$ cat src/rtl/bno055_pkg.sv
// Shared protocol constants for the BNO055 UART responder.
// Holds the frame and response bytes, the status codes, the FSM state
// encoding and the frame-validation helper used when the length byte arrives.
package bno055_pkg;

  // Protocol bytes
  localparam logic [7:0] START       = 8'hAA;
  localparam logic [7:0] CMD_WRITE   = 8'h00;
  localparam logic [7:0] CMD_READ    = 8'h01;
  localparam logic [7:0] HDR_READ_OK = 8'hBB;
  localparam logic [7:0] HDR_STATUS  = 8'hEE;

  // Status codes carried after an EE header (ST_NONE = all checks passed)
  localparam logic [7:0] ST_NONE      = 8'h00;
  localparam logic [7:0] ST_WRITE_OK  = 8'h01;
  localparam logic [7:0] ST_BAD_ADDR  = 8'h04;
  localparam logic [7:0] ST_WRITE_DIS = 8'h05;
  localparam logic [7:0] ST_BAD_CMD   = 8'h06;
  localparam logic [7:0] ST_MAX_LEN   = 8'h08;
  localparam logic [7:0] ST_MIN_LEN   = 8'h09;
  localparam logic [7:0] ST_TIMEOUT   = 8'h0A;

  // FSM state encoding. CMD..DISCARD are contiguous: they are the
  // "inside a frame" states watched by the optional receive timeout.
  typedef logic [3:0] state_t;
  localparam state_t S_IDLE      = 4'd0;
  localparam state_t S_CMD       = 4'd1;
  localparam state_t S_REG       = 4'd2;
  localparam state_t S_LEN       = 4'd3;
  localparam state_t S_WDATA     = 4'd4;
  localparam state_t S_DISCARD   = 4'd5;
  localparam state_t S_RESP_HDR  = 4'd6;
  localparam state_t S_RESP_B1   = 4'd7;
  localparam state_t S_RESP_DATA = 4'd8;

  // Validate a frame once reg and len are known. Returns ST_NONE when the
  // frame may proceed, otherwise the highest-priority failing status
  // (min length, max length, address range, write protection).
  function automatic logic [7:0] check_frame(input logic       is_write,
                                             input logic [7:0] reg_addr,
                                             input logic [7:0] len,
                                             input logic [7:0] ro_limit);
    logic [8:0] span;
    span = {1'b0, reg_addr} + {1'b0, len};
    if (len == 8'd0)                       return ST_MIN_LEN;
    if (len > 8'd128)                      return ST_MAX_LEN;
    if (reg_addr[7] || (span > 9'd128))    return ST_BAD_ADDR;
    if (is_write && (reg_addr < ro_limit)) return ST_WRITE_DIS;
    return ST_NONE;
  endfunction

endpackage

$ cat src/rtl/bno055_uart_responder_if.sv
// Byte-stream link between the UART receiver/transmitter and the responder.
//   rx_data/rx_valid : one-cycle strobe per received byte (towards responder)
//   tx_data/tx_valid : response byte, held until tx_ready (from responder)
//   tx_ready         : transmitter accepts when tx_valid && tx_ready
// master = UART side / host model, slave = responder.
interface bno055_uart_responder_if;
  logic [7:0] rx_data;
  logic       rx_valid;
  logic [7:0] tx_data;
  logic       tx_valid;
  logic       tx_ready;

  modport master (output rx_data, rx_valid, tx_ready,
                  input  tx_data, tx_valid);

  modport slave  (input  rx_data, rx_valid, tx_ready,
                  output tx_data, tx_valid);
endinterface

$ cat src/rtl/bno055_regfile.sv
// 128x8 page-0 register map of the emulated BNO055.
// Ports:
//   clk, reset_n          clock, async active-low reset
//   wr_en/wr_addr/wr_data frame write port (wins on collision)
//   inj_we/inj_addr/...   side-port write (dropped when a frame write fires)
//   rd_addr/rd_data       synchronous read port, one cycle latency
module bno055_regfile #(
  parameter logic [7:0] CHIP_ID = 8'hA0
) (
  input  logic       clk,
  input  logic       reset_n,
  input  logic       wr_en,
  input  logic [6:0] wr_addr,
  input  logic [7:0] wr_data,
  input  logic       inj_we,
  input  logic [6:0] inj_addr,
  input  logic [7:0] inj_data,
  input  logic [6:0] rd_addr,
  output logic [7:0] rd_data
);

  logic [7:0] mem [128];

  // NOTE: the map must return to its reset image whenever reset_n asserts,
  // so it is a flop array with an async reset, not an inferred RAM (RAMs
  // cannot be reset).
  always_ff @(posedge clk or negedge reset_n) begin
    if (!reset_n) begin
      for (int i = 0; i < 128; i++) begin
        mem[i] <= (i == 0) ? CHIP_ID : 8'h00;
      end
      rd_data <= 8'h00;
    end else begin
      // NOTE: non-blocking assignments make every flop sample pre-edge
      // values, so rd_data sees the old contents on a same-cycle write.
      if (wr_en) begin
        mem[wr_addr] <= wr_data;
      end else if (inj_we) begin
        mem[inj_addr] <= inj_data;
      end
      rd_data <= mem[rd_addr];
    end
  end

endmodule

$ cat src/rtl/bno055_uart_responder.sv
// BNO055 UART-protocol responder: parses AA-framed read/write commands,
// serves them from a 128-byte register map and streams BB/EE responses.
// Ports:
//   clk, reset_n       clock, async active-low reset
//   uart (slave)       rx byte strobe in, tx byte valid/ready out
//   inj_we/addr/data   side-port register load (ignores write protection)
//   busy               high from start byte until last response byte accepted
//   last_status        status of the most recent EE response
// Optional feature: define BNO_RX_TIMEOUT_EN to abandon a partial frame
// after TIMEOUT_CYCLES idle cycles with an EE 0A response.
module bno055_uart_responder
  import bno055_pkg::*;
#(
  parameter int         RO_LIMIT       = 8,
  parameter logic [7:0] CHIP_ID        = 8'hA0,
  parameter int         TIMEOUT_CYCLES = 50000
) (
  input  logic                   clk,
  input  logic                   reset_n,
  bno055_uart_responder_if.slave uart,
  input  logic                   inj_we,
  input  logic [6:0]             inj_addr,
  input  logic [7:0]             inj_data,
  output logic                   busy,
  output logic [7:0]             last_status
);

  // A limit below 2 would abandon frames between back-to-back bytes.
  if (TIMEOUT_CYCLES < 2) begin : g_bad_timeout
    $error("TIMEOUT_CYCLES must be at least 2");
  end

  state_t     state_q, state_d;
  logic       is_read_q, is_read_d;
  logic [7:0] reg_q, reg_d;
  logic [7:0] len_q, len_d;
  logic [7:0] cnt_q, cnt_d;        // data index: write/discard count, or next read byte
  logic [7:0] status_q, status_d;
  logic       rd_ok_q, rd_ok_d;    // response is BB+data rather than EE+status
  logic [7:0] tx_data_q, tx_data_d;
  logic       tx_valid_q, tx_valid_d;
  logic [7:0] last_status_q, last_status_d;

  logic       wr_en;
  logic [6:0] wr_addr;
  logic [6:0] rd_addr;
  logic [7:0] rd_data;
  logic [7:0] chk;
  logic       accept;
  logic       resp_err, resp_ok;
  logic [7:0] err_code;
  logic       tmo_fire;

  assign accept = tx_valid_q && uart.tx_ready;
  assign chk    = check_frame(!is_read_q, reg_q, uart.rx_data, 8'(RO_LIMIT));

  // Read address follows the *next* index, so rd_data always holds
  // mem[reg + cnt_q] and a byte can be loaded on every accept with no bubble.
  assign wr_addr = reg_q[6:0] + cnt_q[6:0];
  assign rd_addr = reg_q[6:0] + cnt_d[6:0];

  bno055_regfile #(.CHIP_ID(CHIP_ID)) u_regfile (
    .clk      (clk),
    .reset_n  (reset_n),
    .wr_en    (wr_en),
    .wr_addr  (wr_addr),
    .wr_data  (uart.rx_data),
    .inj_we   (inj_we),
    .inj_addr (inj_addr),
    .inj_data (inj_data),
    .rd_addr  (rd_addr),
    .rd_data  (rd_data)
  );

`ifdef BNO_RX_TIMEOUT_EN
  localparam int TMO_W = $clog2(TIMEOUT_CYCLES + 1);
  logic [TMO_W-1:0] tmo_q;
  logic             in_frame;

  assign in_frame = (state_q >= S_CMD) && (state_q <= S_DISCARD);
  assign tmo_fire = in_frame && !uart.rx_valid &&
                    (tmo_q == TMO_W'(TIMEOUT_CYCLES - 1));

  // Counts idle cycles since the last byte of the current frame.
  always_ff @(posedge clk or negedge reset_n) begin
    if (!reset_n) begin
      tmo_q <= '0;
    end else if (!in_frame || uart.rx_valid) begin
      tmo_q <= '0;
    end else begin
      tmo_q <= tmo_q + 1'b1;
    end
  end
`else
  // No timeout: a partial frame waits for its remaining bytes indefinitely.
  assign tmo_fire = 1'b0;
`endif

  always_comb begin
    // NOTE: every signal written here gets a default first, so no path
    // through the case leaves one unassigned and infers a latch.
    state_d       = state_q;
    is_read_d     = is_read_q;
    reg_d         = reg_q;
    len_d         = len_q;
    cnt_d         = cnt_q;
    status_d      = status_q;
    rd_ok_d       = rd_ok_q;
    tx_data_d     = tx_data_q;
    tx_valid_d    = tx_valid_q;
    last_status_d = last_status_q;
    wr_en         = 1'b0;
    resp_err      = 1'b0;
    resp_ok       = 1'b0;
    err_code      = ST_BAD_CMD;

    case (state_q)
      S_IDLE: if (uart.rx_valid) begin
        if (uart.rx_data == START) state_d = S_CMD;
        else                       resp_err = 1'b1;
      end
      S_CMD: if (uart.rx_valid) begin
        if (uart.rx_data == CMD_WRITE || uart.rx_data == CMD_READ) begin
          is_read_d = (uart.rx_data == CMD_READ);
          state_d   = S_REG;
        end else begin
          resp_err = 1'b1;
        end
      end
      S_REG: if (uart.rx_valid) begin
        reg_d   = uart.rx_data;
        state_d = S_LEN;
      end
      S_LEN: if (uart.rx_valid) begin
        len_d = uart.rx_data;
        cnt_d = 8'd0;
        if (chk == ST_NONE) begin
          if (is_read_q) resp_ok = 1'b1;
          else           state_d = S_WDATA;
        end else if (!is_read_q && uart.rx_data != 8'd0) begin
          // A rejected write still owns its data bytes; swallow them first.
          status_d = chk;
          state_d  = S_DISCARD;
        end else begin
          resp_err = 1'b1;
          err_code = chk;
        end
      end
      S_WDATA: if (uart.rx_valid) begin
        wr_en = 1'b1;
        if (cnt_q == len_q - 8'd1) begin
          resp_err = 1'b1;
          err_code = ST_WRITE_OK;
        end else begin
          cnt_d = cnt_q + 8'd1;
        end
      end
      S_DISCARD: if (uart.rx_valid) begin
        if (cnt_q == len_q - 8'd1) begin
          resp_err = 1'b1;
          err_code = status_q;
        end else begin
          cnt_d = cnt_q + 8'd1;
        end
      end
      S_RESP_HDR: if (accept) begin
        tx_data_d = rd_ok_q ? len_q : status_q;
        if (!rd_ok_q) last_status_d = status_q;
        state_d = S_RESP_B1;
      end
      S_RESP_B1: if (accept) begin
        if (rd_ok_q) begin
          tx_data_d = rd_data;
          cnt_d     = cnt_q + 8'd1;
          state_d   = S_RESP_DATA;
        end else begin
          tx_valid_d = 1'b0;
          state_d    = S_IDLE;
        end
      end
      S_RESP_DATA: if (accept) begin
        if (cnt_q == len_q) begin
          tx_valid_d = 1'b0;
          state_d    = S_IDLE;
        end else begin
          tx_data_d = rd_data;
          cnt_d     = cnt_q + 8'd1;
        end
      end
      default: begin
        tx_valid_d = 1'b0;
        state_d    = S_IDLE;
      end
    endcase

    if (tmo_fire) begin
      resp_err = 1'b1;
      err_code = ST_TIMEOUT;
    end

    // Both response kinds start the same way: header presented next cycle.
    if (resp_err || resp_ok) begin
      state_d    = S_RESP_HDR;
      tx_valid_d = 1'b1;
      tx_data_d  = resp_ok ? HDR_READ_OK : HDR_STATUS;
      rd_ok_d    = resp_ok;
      if (resp_err) status_d = err_code;
    end
  end

  always_ff @(posedge clk or negedge reset_n) begin
    if (!reset_n) begin
      state_q       <= S_IDLE;
      is_read_q     <= 1'b0;
      reg_q         <= 8'h00;
      len_q         <= 8'h00;
      cnt_q         <= 8'h00;
      status_q      <= 8'h00;
      rd_ok_q       <= 1'b0;
      tx_data_q     <= 8'h00;
      tx_valid_q    <= 1'b0;
      last_status_q <= 8'h00;
    end else begin
      state_q       <= state_d;
      is_read_q     <= is_read_d;
      reg_q         <= reg_d;
      len_q         <= len_d;
      cnt_q         <= cnt_d;
      status_q      <= status_d;
      rd_ok_q       <= rd_ok_d;
      tx_data_q     <= tx_data_d;
      tx_valid_q    <= tx_valid_d;
      last_status_q <= last_status_d;
    end
  end

  assign uart.tx_data  = tx_data_q;
  assign uart.tx_valid = tx_valid_q;
  assign busy          = (state_q != S_IDLE);
  assign last_status   = last_status_q;

endmodule

$ cat src/flat_wrapper.sv
// flat-port wrapper written by rule: the top's interface ports become plain ports
module bno055_uart_responder_flat import bno055_pkg::*;
#(
  parameter int         RO_LIMIT       = 8,
  parameter logic [7:0] CHIP_ID        = 8'hA0,
  parameter int         TIMEOUT_CYCLES = 50000
)
  (clk, reset_n, inj_we, inj_addr, inj_data, busy, last_status, uart_rx_data, uart_rx_valid, uart_tx_ready, uart_tx_data, uart_tx_valid);
  bno055_uart_responder_if uart_i ();
  input  logic clk;
  input  logic reset_n;
  input  logic inj_we;
  input  logic [6:0] inj_addr;
  input  logic [7:0] inj_data;
  output logic busy;
  output logic [7:0] last_status;
  input wire logic [$bits(uart_i.rx_data)-1:0] uart_rx_data;
  input wire logic [$bits(uart_i.rx_valid)-1:0] uart_rx_valid;
  input wire logic [$bits(uart_i.tx_ready)-1:0] uart_tx_ready;
  output wire logic [$bits(uart_i.tx_data)-1:0] uart_tx_data;
  output wire logic [$bits(uart_i.tx_valid)-1:0] uart_tx_valid;
  assign uart_i.rx_data = uart_rx_data;
  assign uart_i.rx_valid = uart_rx_valid;
  assign uart_i.tx_ready = uart_tx_ready;
  assign uart_tx_data = uart_i.tx_data;
  assign uart_tx_valid = uart_i.tx_valid;
  bno055_uart_responder #(.RO_LIMIT(RO_LIMIT), .CHIP_ID(CHIP_ID), .TIMEOUT_CYCLES(TIMEOUT_CYCLES)) u_core (.clk(clk), .reset_n(reset_n), .uart(uart_i), .inj_we(inj_we), .inj_addr(inj_addr), .inj_data(inj_data), .busy(busy), .last_status(last_status));
endmodule
$ cat config.mk
export PLATFORM = sky130hd
export DESIGN_NAME = bno055_uart_responder_flat
export DESIGN_NICKNAME = d
export VERILOG_FILES = /design/src/rtl/bno055_pkg.sv /design/src/rtl/bno055_uart_responder_if.sv /design/src/rtl/bno055_regfile.sv /design/src/rtl/bno055_uart_responder.sv /design/src/flat_wrapper.sv
export SDC_FILE = /design/constraint.sdc
export NUM_CORES = 2
export LEC_CHECK = 0
export BUFFER_PORTS_ARGS = -buffer_cell sky130_fd_sc_hd__buf_2
export CAP_MARGIN = 15
export CELL_PAD_IN_SITES_DETAIL_PLACEMENT = 1
export CELL_PAD_IN_SITES_GLOBAL_PLACEMENT = 1
export CORE_MARGIN = 2
export CORE_UTILIZATION = 53
export DETAILED_ROUTE_END_ITERATION = 10
export PLACE_DENSITY = 0.76
export SETUP_SLACK_MARGIN = 0.15
export SLEW_MARGIN = 25
export SYNTH_ARGS = -nofsm -noshare
export SYNTH_HDL_FRONTEND = slang
export SYNTH_SLANG_ARGS = --single-unit
$ cat constraint.sdc
create_clock -name clk -period 6.9 [get_ports clk]
set_input_delay 0.69 -clock clk [delete_from_list [all_inputs] [get_ports clk]]
set_output_delay 0.69 -clock clk [all_outputs]
set_load 0.03 [all_outputs]
# Word level (Yosys, flattened, before mapping)
# Cells that the tools add are included.
# W data, S select, Z words.
[totals]
in_bits = 28
register_bits = 1087
word_cells = 319
[classes]
n_mux = 98
addsub = 5
bitwise_logic = 4
eq_ne = 37
n_lt_le_gt_ge = 8
reduce_logical = 27
[ops]
columns = ["op", "count"]
rows = [
  ["$bwmux W1024", 2],
  ["$mux W1024", 2],
  ["$mux W8", 38],
  ["$demux W8 S7", 2],
  ["$mux W4", 15],
  ["$bmux W8 S7", 1],
  ["$pmux W8 S3", 2],
  ["$pmux W4 S8", 1],
  ["$pmux W8 S4", 1],
  ["$mux W1", 30],
  ["$ge A8 B8 Y1 const B", 3],
  ["$not A7 Y8", 3],
  ["$ne A3 B1 Y1 const B", 7],
  ["$eq A4 B3 Y1 const B", 4],
  ["$eq A8 B8 Y1", 2],
  ["$logic_not A8 Y1", 2],
  ["$lt A8 B1 Y1 const B", 2],
  ["$add A7 B7 Y7", 2],
  ["$reduce_and A13 Y1", 1],
  ["$ne A2 B1 Y1 const B", 6],
  ["$ne A3 B2 Y1 const B", 4],
  ["$reduce_bool A4 Y1", 3],
  ["$add A8 B8 Y9", 1],
  ["$gt A9 B8 Y1 const B", 1],
  ["32 further kinds", 44],
]

# Depth between registers and ports, before layout
[logic_depth]
depth_word = 20
mapped_depth = 18
ltp_nobuf = 18

# Hierarchy
# From an unflattened synthesis, not the netlist that was laid out.
[unflattened]
cells_unflattened = 4699
area_unflattened_um2 = 59271.8
[modules_own_cells]
columns = ["mod", "cells_each", "n_inst", "area_per_inst_um2"]
rows = [
  ["bno055_regfile", 4272, 1, 55260.5],
  ["bno055_uart_responder", 427, 1, 4011.3],
]

# Least setup slack after synthesis
# OpenSTA, ideal clock, no wires.
[synth_timing]
kind = "flip-flop to flip-flop"
startpoint = "reg u_core.len_q[0]"
endpoint = "reg u_core.u_regfile.rd_data[0]"
arrival_ps = 5521
setup_slack_ps = 1254
path_buffers = 1
stages_incl_launch_ff = 17
t_required_ps = 6775
path_cell_list = "dfrtp_1 > inv_1 > ha_1 > or3b_4 > or4_4 > a211oi_2 > o211ai_2 > nand2_1 > nand2_1 > mux2_2 > ha_1 > fa_1 > xnor2_1 > clkbuf_1 > mux4_2 > mux4_2 > mux2_2"
[synth_via]
elab_chain_cells = 10
elab_cells_between_ends = 13
cone_classes = "2 x add/sub; 2 x eq/ne; 8 x mux; 1 x bitwise"
[synth_lines]
columns = ["item", "line", "rtl"]
rows = [
  ["start, declared", "bno055_uart_responder.sv:36", "logic [7:0] len_q, len_d;"],
  ["start signal, assigned", "bno055_uart_responder.sv:227", "len_q <= len_d;"],
  ["$sub A8 B1 Y8", "bno055_uart_responder.sv:151, bno055_uart_responder.sv:159", ""],
  ["$eq A8 B8 Y1", "bno055_uart_responder.sv:151, bno055_uart_responder.sv:159", ""],
  ["$mux W8", "bno055_uart_responder.sv:151, bno055_uart_responder.sv:159", ""],
  ["$mux W8", "bno055_uart_responder.sv:149", "S_WDATA: if (uart.rx_valid) begin"],
  ["$pmux W8 S4 (*)", "bno055_uart_responder.sv:117", "case (state_q)"],
  ["net u_core.cnt_d[0]", "bno055_uart_responder.sv:37", "logic [7:0] cnt_q, cnt_d;"],
  ["$add A7 B7 Y7 (*)", "bno055_uart_responder.sv:60", "assign rd_addr = reg_q[6:0] + cnt_d[6:0];"],
  ["$not A7 Y8 (not written as such) (*)", "bno055_regfile.sv:41", "rd_data <= mem[rd_addr];"],
  ["$bmux W8 S7 (*)", "bno055_regfile.sv:41", ""],
  ["$mux W8 (not written as such) (*) (2 in a row)", "bno055_regfile.sv:41", ""],
  ["end signal, assigned", "bno055_regfile.sv:41", ""],
  ["end, declared", "bno055_regfile.sv:19", "output logic [7:0] rd_data"],
]
# The timed path passes the listed nets; every way through them passes the cells marked *. The select of a mux whose other input is x is not followed.
# A chain may end at the register's enable or synchronous reset.

# Final worst setup path
[layout_timing]
startpoint = "reg u_core.len_q[1]"
endpoint = "reg u_core.u_regfile.rd_data[2]"
# The elaborated chain is that of the path after synthesis.

==> results.ini <==
[routing]
routed_via_density=8.09
drc=0
via_count=53001
wl_um=298000
antenna_left=0
wl_per_cell_um=45.4
dr.pass1.iters=7
drtIter0Drc=8003

[synth]
synth-seq-cells=1087
ys_types=80
yosysSeqAreaShare_pct=44.8
syn_area_per_cell_um2=12.1
synth_cells=5041
synth_top_area_share_pct=44.7
synth_xor_area_share_pct=0.445
synth.net_count=5094
synth_top_flop_cell=dfrtp_1
synth-adder-area-share_pct=0.568
syn_area_um2=60700
synth_area_leaders=dfrtp_1 (45%), mux2_2 (17%), mux4_2 (12%), o22ai_1 (9.6%), nand2_1 (2.4%)
async_flop_share_pct=100
synth_top_family_by_area=multiplexers
synth_compound_area_share_pct=15.2
synth_enable_flop_cells=0
synth-simple-area-share_pct=6.32
synth.area.mux_share_pct=29.7
synth-warning-count=0
synth_area_leader_cell=dfrtp_1

[die]
placementRows=124
die_area_um2=117000
core-area_um2=114000
io_pins=46
initial_utilization_pct=53.3
dieWidth_um=343
die_h_um=343

[power_and_ir_drop]
p_leak_nw=28.5
p_per_area_nw_per_um2=340
ir_drop_v=0.000343

[clock_network]
htree_levels=4
clk_pin_slew_ns=0.06
cts-resized-gates=0
cts_made_buffers=130
clock-sinks=1087
clock_latency_ns=0.81
cts_tree=built
cts_hold_buf=1
cts_setup_buffers=0
clockBufferDepth=3
root_buffer=clkbuf_16

[placed_design]
place_congestion=1.09
dp_hpwl_um=208000
postPlaceCellArea_um2=63100
io_buffers=45

[final_layout]
area_delta_synth_final_pct=11.4
finalNetCount=4962
nFillCells=11173
layout-drive-gt1-share_pct=36.9
finish.instance_area_um2=67700
multi_input_area_um2=32100
ff_latch_area_um2=27200

[timing]
finalSetupTns_ns=0
tightest_slew_ns=1.18
finalCritPeriodShare_pct=92.7
final_max_slew_viol_count=0
setup_violations=0
max_freq_mhz=156
rsz0062_at_grt=false
slew_headroom_pct=21.5
clock_skew_ns=0.0389
hold_viol_final=0
period_needed_ns=6.40

[global_routing]
grt.overflow.total=0
antenna_found_initial=48
grt_pass1_wl_um=409000
grt_use_total_pct=50.1
grt_max_degree=146
grt_pass1_vias=51087

[worst_setup_path]
critPathMaxFanout=26
end_kind=flop
worst_ep_arrival_time_ns=7.07
worst-setup-path-type=reg2reg
worstPathRequired_ns=7.57
r2r_cells=16
start_kind=flop

[hold_path]
min_path_type=in2reg
holdPathStages=3

[run]
drv_cap=0

[outcome]
status=finished clean

## cell type report
class                           instances  area share (%)
Antenna cell                           34           0.126
Tap cell                             1512            2.80
Timing Repair Buffer                  191            2.83
Inverter                               16          0.0888
Clock inverter                         51           0.937
Multi-Input combinational cell       3483            47.5
Clock buffer                          180            5.52
Sequential cell                      1087            40.2
## path summary, 6_finish.rpt
check / start / to / slack, ns
setup reg to reg: u_core.len_q[1]$_DFFE_PN0P_ / u_core.u_regfile.rd_data[2]$_DFF_PN0_ / 0.50
hold / removal: inj_data[1] / u_core.u_regfile.mem[73]$_DFFE_PN0P_ / 0.29
min in group asynchronous: reset_n / u_core.last_status[7]$_DFFE_PN0P_ / 0.56
hold reg to reg: u_core.last_status[1]$_DFFE_PN0P_ / u_core.last_status[1]$_DFFE_PN0P_ / 0.50
setup / recovery: u_core.len_q[1]$_DFFE_PN0P_ / u_core.u_regfile.rd_data[2]$_DFF_PN0_ / 0.50
max in group asynchronous: reset_n / u_core.u_regfile.mem[594]$_DFFE_PN0P_ / 4.56
## per-layer routing
layer,routed length [um],global-route usage [%],up-vias
met5,902,2.36,-
met4,16700,22.1,50
met3,56400,32.0,949
met2,117000,66.1,4725
met1,106000,64.0,27511
li1,-,-,19766
## flip-flops by register name (all words and copies together), names as in the netlist
name and cells:
u_core.cnt_q 8, u_core.is_read_q 1, u_core.last_status 8, u_core.len_q 8
u_core.rd_ok_q 1, u_core.reg_q 8, u_core.state_q 4, u_core.status_q 8
u_core.u_regfile.mem 1024, u_core.u_regfile.rd_data 8, u_core.uart.tx_data 8, u_core.uart.tx_valid 1
## placed cells by master, fill, tap and decap left out, types with 25 or more instances in the layout
master,netlist,final
dfrtp_1,1085,1085
o22ai_1,937,937
mux2_2,922,922
nand2_1,395,382
mux4_2,336,336
nand3_1,236,236
clkbuf_16,0,134
o22ai_2,112,112
buf_4,0,106
o221ai_1,81,81
nor2_1,75,66
nor3_1,61,52
buf_12,0,43
a21oi_1,42,42
buf_2,13,37
diode_2,0,34
a21boi_0,25,25
clkbuf_1,365,25
## logic make-up (layout without fill, tap and decap cells)
group / count (synthesis) / after routing
compound gates: 1314 / 1314
xor+xnor: 30 / 30
fa+ha+maj: 26 / 26
buf+inv: 471 / 438
flops: 1087 / 1087
mux: 1268 / 1268
other cells: 0 / 34
simple gates: 845 / 845
## synth_stat cells, types with 6 or more instances
library cell  instances
o22ai_2             112
o22ai_1             937
a21boi_0             25
mux2_2              922
o221ai_1             81
buf_1                74
xnor2_1              21
inv_1                16
nor3b_1               7
a31oi_1               7
o21ai_0              22
xor2_1                8
nand3_1             236
a21oi_1              42
nor2_1               75
ha_1                 22
or4_1                 7
dfrtp_1            1085
mux2i_1               9
nor3_1               61
buf_2                13
and2_1                8
a22oi_1               9
a21o_1                9
o21ai_1              12
nand2b_1             11
o21bai_1              6
nor4_1                6
o2bb2ai_1            10
clkbuf_1            365
mux4_2              336
nand2_1             395
## worst max-delay path, cell delays in order, from the launching register on
cell,delay (ns)
dfrtp_1,0.43
inv_1,0.09
ha_1,0.23
or3b_4,0.41
or4_4,0.42
a211oi_2,0.26
o211ai_2,0.22
nand2_1,0.16
nand2_1,0.12
mux2_2,0.32
ha_4,0.17
fa_4,1.30
buf_12,0.28
mux4_2,0.36
mux4_2,0.57
mux4_2,0.54
mux2_2,0.29
## power by group
part	total, mW	switching [mW]	internal (mW)
clock network	7.21	3.00	4.21
registers	7.05	0.451	6.60
logic	8.72	5.61	3.10
## metrics by stage
stage	cells	util [%]	setup WS (ns)	total power [mW]	hold slack (ns)
after floorplan	5041	-	1.25	12.7	0.394
after global placement	6284	55.3	0.699	15.4	0.483
after detailed placement	6286	55.4	0.623	15.6	0.495
after CTS	6518	59.2	0.572	22.7	0.260
after global routing	6523	59.3	0.413	23.5	0.314
final	6554	59.3	0.504	23.0	0.287
Power figures use the tool's default switching activity.
